File: src/rtl/vga_pkg.sv
// Shared 640x480@60 VGA timing constants, used by the timing generator and by the
// character generator / box renderer downstream.
package vga_pkg;

  localparam int CLK_DIV      = 4;
  localparam int H_DISPLAY    = 640;
  localparam int H_FRONT      = 16;
  localparam int H_RETRACE    = 96;
  localparam int H_BACK       = 48;
  localparam int V_DISPLAY    = 480;
  localparam int V_FRONT      = 10;
  localparam int V_RETRACE    = 2;
  localparam int V_BACK       = 33;
  localparam int BLINK_FRAMES = 30;

  localparam int H_TOTAL = H_DISPLAY + H_FRONT + H_RETRACE + H_BACK;
  localparam int V_TOTAL = V_DISPLAY + V_FRONT + V_RETRACE + V_BACK;

  localparam int COORD_W = 10;
  typedef logic [COORD_W-1:0] coord_t;

  function automatic logic in_range(input coord_t v, input coord_t lo, input coord_t hi);
    return (v >= lo) && (v <= hi);
  endfunction

endpackage

File: src/rtl/vga_pixel_div.sv
// Mod-CLK_DIV counter producing a one-clk pixel enable on the last count of each period.
module vga_pixel_div #(
  parameter int CLK_DIV = vga_pkg::CLK_DIV
) (
  input  logic clk,
  input  logic reset_n,
  output logic p_tick
);

  localparam int DIV_W = (CLK_DIV > 1) ? $clog2(CLK_DIV) : 1;
  localparam logic [DIV_W-1:0] DIV_LAST = DIV_W'(CLK_DIV - 1);

  generate
    if (CLK_DIV < 2) begin : g_div_chk
      $error("CLK_DIV must be at least 2 so p_tick stays low in reset");
    end
  endgenerate

  logic [DIV_W-1:0] r_div_cnt;

  always_ff @(posedge clk or negedge reset_n) begin
    if (!reset_n) begin
      r_div_cnt <= '0;
    end else if (r_div_cnt == DIV_LAST) begin
      r_div_cnt <= '0;
    end else begin
      r_div_cnt <= r_div_cnt + 1'b1;
    end
  end

  assign p_tick = (r_div_cnt == DIV_LAST);

endmodule

File: src/rtl/vga_timing_gen.sv
// VGA timing generator: pixel enable, x/y counters, active-low syncs, video_on, frame strobe, cursor blink.
// Define VGA_ALIGN_DELAY_EN to delay hsync/vsync/video_on by 2 clks (font ROM read + RGB register).
module vga_timing_gen #(
  parameter int CLK_DIV      = vga_pkg::CLK_DIV,
  parameter int H_DISPLAY    = vga_pkg::H_DISPLAY,
  parameter int H_FRONT      = vga_pkg::H_FRONT,
  parameter int H_RETRACE    = vga_pkg::H_RETRACE,
  parameter int H_BACK       = vga_pkg::H_BACK,
  parameter int V_DISPLAY    = vga_pkg::V_DISPLAY,
  parameter int V_FRONT      = vga_pkg::V_FRONT,
  parameter int V_RETRACE    = vga_pkg::V_RETRACE,
  parameter int V_BACK       = vga_pkg::V_BACK,
  parameter int BLINK_FRAMES = vga_pkg::BLINK_FRAMES
) (
  input  logic       clk,
  input  logic       reset_n,
  output logic       p_tick,
  output logic [9:0] pixel_x,
  output logic [9:0] pixel_y,
  output logic       hsync,
  output logic       vsync,
  output logic       video_on,
  output logic       frame_tick,
  output logic       parpadeo
);

  import vga_pkg::*;

  localparam int H_TOTAL = H_DISPLAY + H_FRONT + H_RETRACE + H_BACK;
  localparam int V_TOTAL = V_DISPLAY + V_FRONT + V_RETRACE + V_BACK;

  localparam coord_t X_LAST   = COORD_W'(H_TOTAL - 1);
  localparam coord_t Y_LAST   = COORD_W'(V_TOTAL - 1);
  localparam coord_t X_VIS    = COORD_W'(H_DISPLAY);
  localparam coord_t Y_VIS    = COORD_W'(V_DISPLAY);
  localparam coord_t HS_START = COORD_W'(H_DISPLAY + H_FRONT);
  localparam coord_t HS_END   = COORD_W'(H_DISPLAY + H_FRONT + H_RETRACE - 1);
  localparam coord_t VS_START = COORD_W'(V_DISPLAY + V_FRONT);
  localparam coord_t VS_END   = COORD_W'(V_DISPLAY + V_FRONT + V_RETRACE - 1);

  localparam int BLINK_W = (BLINK_FRAMES > 1) ? $clog2(BLINK_FRAMES) : 1;
  localparam logic [BLINK_W-1:0] BLINK_LAST = BLINK_W'(BLINK_FRAMES - 1);

  generate
    if (H_TOTAL > 1024) begin : g_h_chk
      $error("H_TOTAL does not fit the 10-bit pixel_x counter");
    end
    if (V_TOTAL > 1024) begin : g_v_chk
      $error("V_TOTAL does not fit the 10-bit pixel_y counter");
    end
  endgenerate

  logic                w_p_tick;
  logic                w_x_last;
  logic                w_y_last;
  coord_t              w_x_next;
  coord_t              w_y_next;
  logic                w_video_on;
  logic                w_frame_tick;
  coord_t              r_x;
  coord_t              r_y;
  logic                r_hsync;
  logic                r_vsync;
  logic [BLINK_W-1:0]  r_blink_cnt;
  logic                r_parpadeo;

  vga_pixel_div #(
    .CLK_DIV (CLK_DIV)
  ) u_pixel_div (
    .clk     (clk),
    .reset_n (reset_n),
    .p_tick  (w_p_tick)
  );

  assign w_x_last = (r_x == X_LAST);
  assign w_y_last = (r_y == Y_LAST);

  always_comb begin
    w_x_next = r_x + 1'b1;
    w_y_next = r_y;
    if (w_x_last) begin
      w_x_next = '0;
      w_y_next = w_y_last ? '0 : r_y + 1'b1;
    end
  end

  // Syncs decode the next counter values so they flip on the same edge as pixel_x/pixel_y.
  always_ff @(posedge clk or negedge reset_n) begin
    if (!reset_n) begin
      r_x     <= '0;
      r_y     <= '0;
      r_hsync <= 1'b1;
      r_vsync <= 1'b1;
    end else if (w_p_tick) begin
      r_x     <= w_x_next;
      r_y     <= w_y_next;
      r_hsync <= !in_range(w_x_next, HS_START, HS_END);
      r_vsync <= !in_range(w_y_next, VS_START, VS_END);
    end
  end

  assign w_video_on   = (r_x < X_VIS) && (r_y < Y_VIS);
  assign w_frame_tick = w_p_tick && w_x_last && w_y_last;

  always_ff @(posedge clk or negedge reset_n) begin
    if (!reset_n) begin
      r_blink_cnt <= '0;
      r_parpadeo  <= 1'b0;
    end else if (w_frame_tick) begin
      if (r_blink_cnt == BLINK_LAST) begin
        r_blink_cnt <= '0;
        r_parpadeo  <= ~r_parpadeo;
      end else begin
        r_blink_cnt <= r_blink_cnt + 1'b1;
      end
    end
  end

`ifdef VGA_ALIGN_DELAY_EN
  logic [1:0] r_hs_pipe;
  logic [1:0] r_vs_pipe;
  logic [1:0] r_von_pipe;

  always_ff @(posedge clk or negedge reset_n) begin
    if (!reset_n) begin
      r_hs_pipe  <= 2'b11;
      r_vs_pipe  <= 2'b11;
      r_von_pipe <= 2'b00;
    end else begin
      r_hs_pipe  <= {r_hs_pipe[0], r_hsync};
      r_vs_pipe  <= {r_vs_pipe[0], r_vsync};
      r_von_pipe <= {r_von_pipe[0], w_video_on};
    end
  end

  assign hsync    = r_hs_pipe[1];
  assign vsync    = r_vs_pipe[1];
  assign video_on = r_von_pipe[1];
`else
  assign hsync    = r_hsync;
  assign vsync    = r_vsync;
  assign video_on = w_video_on;
`endif

  assign p_tick     = w_p_tick;
  assign pixel_x    = r_x;
  assign pixel_y    = r_y;
  assign frame_tick = w_frame_tick;
  assign parpadeo   = r_parpadeo;

endmodule
File: config.mk
export PLATFORM = sky130hd
export DESIGN_NAME = vga_timing_gen
export DESIGN_NICKNAME = d
export VERILOG_FILES = /design/src/rtl/vga_pkg.sv /design/src/rtl/vga_pixel_div.sv /design/src/rtl/vga_timing_gen.sv
export SDC_FILE = /design/constraint.sdc
export NUM_CORES = 1
export LEC_CHECK = 0
export CORE_AREA = 4 4 63 65
export CTS_BUF_LIST = sky130_fd_sc_hd__clkbuf_8
export CTS_CLUSTER_DIAMETER = 150
export CTS_CLUSTER_SIZE = 16
export DETAILED_ROUTE_END_ITERATION = 16
export DIE_AREA = 0 0 67 69
export GPL_TIMING_DRIVEN = 0
export PLACE_DENSITY = 0.8
export SYNTH_ARGS = -nofsm -noshare
export SYNTH_HDL_FRONTEND = slang
export SYNTH_SLANG_ARGS = --single-unit
File: constraint.sdc
create_clock -name clk -period 3.1 [get_ports clk]
set_clock_uncertainty 0.05 [all_clocks]
set_input_delay 0.93 -clock clk [delete_from_list [all_inputs] [get_ports clk]]
set_output_delay 0.93 -clock clk [all_outputs]
set_load 0.1 [all_outputs]
After elaboration in Yosys (flattened, before gate mapping)
Index checks and enable logic that the tools add are counted.
{"block": "totals", "ff_bits": 30, "in_bits": 2, "out_inout_bits": 26}
{"block": "op_classes", "addsub": 4, "order_cmp": 6, "eq_ne": 4, "muxes": 5, "n_bitwise": 1, "reduce_logical": 8}
{"operator": "10-bit 2-to-1 mux", "count": 3}
{"operator": "10-bit by 1-bit adder with 10-bit output (second input constant)", "count": 2}
{"operator": "10-bit equality test (second input constant)", "count": 2}
{"operator": "10-bit >= comparator (second input constant)", "count": 1}
{"operator": "10-bit by 9-bit >= comparator with 1-bit output (second input constant)", "count": 1}
{"operator": "10-bit less-or-equal comparator (second input constant)", "count": 1}
{"operator": "10-bit by 9-bit less-or-equal comparator with 1-bit output (second input constant)", "count": 1}
{"operator": "10-bit less-than comparator (second input constant)", "count": 1}
{"operator": "10-bit by 9-bit less-than comparator with 1-bit output (second input constant)", "count": 1}
{"operator": "5-bit by 1-bit adder with 5-bit output (second input constant)", "count": 1}
{"operator": "5-bit equality test (second input constant)", "count": 1}
{"operator": "1-bit logical AND", "count": 5}
{"operator": "5-bit 2-to-1 mux", "count": 1}
{"operator": "2-bit by 1-bit adder with 2-bit output (second input constant)", "count": 1}
{"operator": "2-bit equality test (second input constant)", "count": 1}
{"operator": "1-bit zero test", "count": 2}
{"operator": "2-bit 2-to-1 mux", "count": 1}
{"operator": "2-bit AND reduction", "count": 1}
{"operator": "1-bit inverter", "count": 1}

Longest topological paths before layout
{"block": "depth", "word_depth": 6, "ltp_mapped": 9, "depth_no_buf": 8}

Modules after synthesis
Synthesis repeated with hierarchy kept, for this count alone.
{"block": "hier_totals", "cells_unflattened": 208, "hier_area_um2": 1823.0}
{"mod": "vga_timing_gen", "instances": 1, "cells_per_inst": 204, "area_per_inst_um2": 1756.7}
{"mod": "vga_pixel_div", "instances": 1, "cells_per_inst": 4, "area_per_inst_um2": 66.3}

Worst setup path before layout
OpenSTA, ideal clock, no wires.
{"block": "synth_timing", "path_type": "flip-flop to output port", "from": "register r_y[6], in the netlist pixel_y[6]", "to": "output port video_on", "arrival_time_ps": 3302, "slack_ps": -1182, "path_stages_with_launch": 4, "cell_sequence": "dfrtp_1 buf_6 and4_1 nor3_1"}
{"block": "synth_between", "elab_chain_cells": 2}
{"element": "from (decl)", "line": "vga_timing_gen.sv:61", "source": "coord_t r_y;"}
{"element": "from (signal assigned)", "line": "vga_timing_gen.sv:96", "source": "r_y <= w_y_next;"}
{"element": "10-bit by 9-bit less-than comparator with 1-bit output", "line": "vga_timing_gen.sv:102", "source": "assign w_video_on = (r_x < X_VIS) && (r_y < Y_VIS);"}
{"element": "1-bit logical AND", "line": "vga_timing_gen.sv:102"}
{"element": "to (decl)", "line": "vga_timing_gen.sv:22", "source": "output logic video_on,"}
No other way between the ends.

Worst setup path after layout
{"block": "layout_timing", "from": "register r_y[1], in the netlist pixel_y[1]", "to": "output port frame_tick"}
{"block": "layout_between", "elab_chain_cells": 2}
{"element": "10-bit equality test", "line": "vga_timing_gen.sv:76", "source": "assign w_y_last = (r_y == Y_LAST);"}
{"element": "1-bit logical AND", "line": "vga_timing_gen.sv:103", "source": "assign w_frame_tick = w_p_tick && w_x_last && w_y_last;"}
{"element": "to (decl)", "line": "vga_timing_gen.sv:23", "source": "output logic frame_tick,"}
No other way between the ends.

==> results.txt <==
----------------------------------------------------
[Status]
  Result of the run ... complete, but fails checks
  Failing checks ... setup timing

[Finish]
  FILL cells ... 260
  Share of cells above drive strength 1 ... 0.180
  Area growth from synthesis to layout ... 28.7%
  Number of cells in the finished layout apart from fillers ... 301
  Number of nets in the layout ... 263
  Antenna fix cells ... 0

[Power and ir drop]
  Sequential share of power ... 0.566
  Maximum resistive drop on vdd ... 0.201 mV
  Leakage Power ... 0.964 nW
  Clock share of power ... 0.423
  Share of total power in combinational logic ... 0.011
  Sw Share ... 0.217
  Switching pwr ... 0.150 mW
  Cell internal pwr ... 0.541 mW
  Power density over cell area ... 292 nW/um^2
  Total Power ... 0.692 mW

[Worst setup path]
  Endpoint kind of the worst setup timing path ... primary output
  Required time of the worst setup path ... 2.12 ns
  Maximum fanout count along the critical path ... 2
  Worst setup path category ... register to primary output
  Arr. time, crit path ... 2.15 ns
  Startpoint class of the critical path ... register

[Placed design]
  Inst Count DP ... 287
  Final GP Congestion ... 0.851
  Dpl hpwl ... 3010 um
  Number of buffers added on ports ... 27

[Yosys]
  Number of flip-flops and latches in the synthesized netlist ... 30
  Async S/R FF share, synth ... 1.00
  Most frequent cells after synthesis ... sky130_fd_sc_hd__dfrtp_1 (28), sky130_fd_sc_hd__nand2_1 (24), sky130_fd_sc_hd__nor2_1 (19)
  Post-Synthesis Mean Instance Area ... 8.59 um^2
  Share of the yosys chip area belonging to registers ... 0.410
  Leading area contributor after synthesis ... sky130_fd_sc_hd__dfrtp_1
  Yosys synthesis warning count ... 0
  Count of cell types in the netlist ... 46
  Primary flip-flop cell chosen by synthesis mapping ... sky130_fd_sc_hd__dfrtp_1
  Most frequently used cell type in the post-synthesis netlist ... sky130_fd_sc_hd__dfrtp_1
  Synthesized area ... 1840 um^2
  EDFF count, synth ... 0
  Syn Nets ... 223
  Top cells by area in the synthesized netlist ... sky130_fd_sc_hd__dfrtp_1 (38%), sky130_fd_sc_hd__nand2_1 (4.9%), sky130_fd_sc_hd__ha_1 (4.8%), sky130_fd_sc_hd__o21ai_0 (4.6%), sky130_fd_sc_hd__nand3_1 (4.1%)
  Gate count of the mapped netlist ... 214
  Area share of the largest cell type after synthesis ... 0.381

[Floorplan]
  Die Height ... 69 um
  Cell Rows ... 21
  Ports placed on the boundary ... 28
  Die width ... 67 um
  Die area ... 4620 um^2
  Std-Cell Core Area ... 3340 um^2
  Initial cell density of the core ... 0.551

[Timing]
  Final hold violations ... 0
  Share of the clock period used by the worst path after layout ... 1.01
  Unrepaired setup endpoints after global routing ... true
  Relative slew margins ... 0.344
  Setup TNS ... -0.0252 ns
  Clock period minus worst slack ... 3.13 ns
  Min setup slack post-route ... -0.0252 ns
  Max Transition Viols Final ... 0
  Timing-limited maximum frequency ... 320 MHz
  Setup violators final ... 1
  Transition time at the pin with the least slew margin ... 0.981 ns

[Clock network]
  Clock transition at path regs ... 0.06 ns
  Number of H-tree levels ... 2
  Clk root buf ... sky130_fd_sc_hd__clkbuf_8
  Worst-case clock buffer depth ... 2
  Clock latency reported for the late side of the worst-skew pair ... 0.28 ns
  Number of clock sinks ... 30
  Inserted Clock Buffers ... 5
  Clock tree from TritonCTS ... built

[Routing]
  Total iterations of the first detailed-routing run ... 4
  ANT nets after route ... 0
  Wire length after detailed routing ... 4650 um
  First DRT Iteration DRCs ... 188
  Drc violations ... 0
  Routed wire per std cell ... 15.5 um
  Via density per instance ... 5.91
  Routed vias ... 1,778

[GRT]
  Total gr overflow ... 0
  GR Util All Layers ... 0.213
  Number of global-route vias before repair ... 1,684
  Number of antenna violations at the first check in global routing ... 0
  Maximum number of pins on one net before global-route repair ... 31
  Wire length of the first global-routing pass ... 7720 um

[Run]
  Number of max-cap violations ... 0

[Min path]
  Class of the tightest hold or removal check ... register to register

----------------------------------------------------
path summary, 6_finish.rpt:
path / start / to / slack, ns / cells after the start
setup / recovery: pixel_y[1] / frame_tick / -0.03 / 8
hold / removal: u_pixel_div.r_div_cnt[0] / u_pixel_div.r_div_cnt[0] / 0.42 / 1
setup reg to reg: pixel_y[1] / vsync / 0.76 / 9
hold reg to reg: u_pixel_div.r_div_cnt[0] / u_pixel_div.r_div_cnt[0] / 0.42 / 1
max in group asynchronous: reset_n / pixel_y[1] / 1.88 / 1
min in group asynchronous: reset_n / r_blink_cnt[4] / 0.63 / 1
cells in the final DEF, fill, tap and decap left out, types with 2 or more instances in the layout:
cell type,netlist,routed
sky130_fd_sc_hd__inv_1,9,11
sky130_fd_sc_hd__nor4_1,3,3
sky130_fd_sc_hd__clkdlybuf4s50_1,0,24
sky130_fd_sc_hd__buf_6,2,2
sky130_fd_sc_hd__nand4_1,4,4
sky130_fd_sc_hd__ha_1,7,5
sky130_fd_sc_hd__xnor2_1,7,7
sky130_fd_sc_hd__a21o_1,2,2
sky130_fd_sc_hd__nand3_1,15,15
sky130_fd_sc_hd__nor3_1,8,7
sky130_fd_sc_hd__nand2_1,24,24
sky130_fd_sc_hd__o31ai_1,5,5
sky130_fd_sc_hd__buf_2,2,3
sky130_fd_sc_hd__clkbuf_1,7,6
sky130_fd_sc_hd__and3_1,9,9
sky130_fd_sc_hd__dfrtp_4,0,2
sky130_fd_sc_hd__or3_1,4,4
sky130_fd_sc_hd__o21ai_1,2,2
sky130_fd_sc_hd__clkbuf_2,0,2
sky130_fd_sc_hd__o21ai_0,17,17
sky130_fd_sc_hd__dfrtp_2,0,12
sky130_fd_sc_hd__buf_4,1,7
sky130_fd_sc_hd__nor2_1,19,19
sky130_fd_sc_hd__dfrtp_1,28,14
sky130_fd_sc_hd__and4_1,3,3
sky130_fd_sc_hd__nor4b_1,2,2
sky130_fd_sc_hd__clkbuf_8,0,5
sky130_fd_sc_hd__a21oi_1,10,10
sky130_fd_sc_hd__dfstp_2,2,2
kinds of logic after synthesis:
| kind of cell | share of synthesized area |
|---|---|
| AOI/OAI and AO/OA | 0.164 |
| xor gates and xnor gates | 0.0381 |
| adders and majority gates | 0.0476 |
| buffers and inverters | 0.0565 |
| DFF | 0.410 |
| muxes | 0.00544 |
| and+or+nand+nor | 0.279 |
power groups by stage:
| stage | logic [mW] | registers [mW] | clock network, mW |
|---|---|---|---|
| 6_report | 0.00772 | 0.392 | 0.292 |
| 5_1_grt | 0.00945 | 0.391 | 0.315 |
| 4_1_cts | 0.00929 | 0.392 | 0.296 |
| 3_5_place_dp | 0.00921 | 0.399 | 0 |
| 3_3_place_gp | 0.00928 | 0.399 | 0 |
| 2_1_floorplan | 0.000000394 | 0.399 | 0 |
critical path, stage by stage (launching register included):
cell and delay, ns:
sky130_fd_sc_hd__dfrtp_4 0.49, sky130_fd_sc_hd__inv_4 0.07, sky130_fd_sc_hd__ha_4 0.11, sky130_fd_sc_hd__nand4_1 0.10
sky130_fd_sc_hd__or4b_4 0.51, sky130_fd_sc_hd__or2_1 0.24, sky130_fd_sc_hd__buf_6 0.13, sky130_fd_sc_hd__inv_6 0.05
sky130_fd_sc_hd__buf_12 0.16
sequential cells by signal, summed over array words and instances (netlist names):
name                   cells
pixel_x                   10
hsync                      1
u_pixel_div.r_div_cnt      2
vsync                      1
r_blink_cnt                5
pixel_y                   10
parpadeo                   1
per-stage QoR:
| step | hold slack (ns) | cell area [um^2] | setup slack (ns) | utilization |
|---|---|---|---|---|
| 2_1_floorplan | 0.357 | 1880 | 0.00258 | - |
| 3_3_place_gp | 0.374 | 2210 | -0.823 | 0.661 |
| 3_5_place_dp | 0.406 | 2210 | -0.833 | 0.661 |
| 4_1_cts | 0.415 | 2360 | -0.0594 | 0.707 |
| 5_1_grt | 0.423 | 2370 | -0.112 | 0.709 |
| 6_report | 0.421 | 2370 | -0.0252 | 0.709 |
metal layers:
| metal | up-vias | global-route usage | part of all wire |
|---|---|---|---|
| li1 | 852 | - | - |
| met1 | 837 | 0.289 | 0.44 |
| met2 | 75 | 0.321 | 0.47 |
| met3 | 14 | 0.0519 | 0.067 |
| met4 | 0 | 0.0901 | 0.023 |
| met5 | - | 0 | 0 |
what timing repair did:
item                                    CTS  global route
gates resized for setup                  17             3
cloned                                    0             0
hold buffers                              0             0
endpoints found under the hold margin     0             0
pin swaps                                 3             1
endpoints found under the setup margin    2             2
buffers inserted                          6             0
cell type report:
| type | count | area (um^2) | share of cell area |
|---|---|---|---|
| tap | 46 | 57.6 | 0.0243 |
| multi-input combinational | 162 | 1030 | 0.433 |
| timing repair buffer | 33 | 315 | 0.133 |
| clock buffer | 5 | 68.8 | 0.0291 |
| clock inverter | 3 | 11.3 | 0.00476 |
| inverter | 10 | 45.0 | 0.0190 |
| sequential | 30 | 776 | 0.328 |
| buffer | 12 | 67.6 | 0.0285 |
Power figures use the tool's default switching activity.
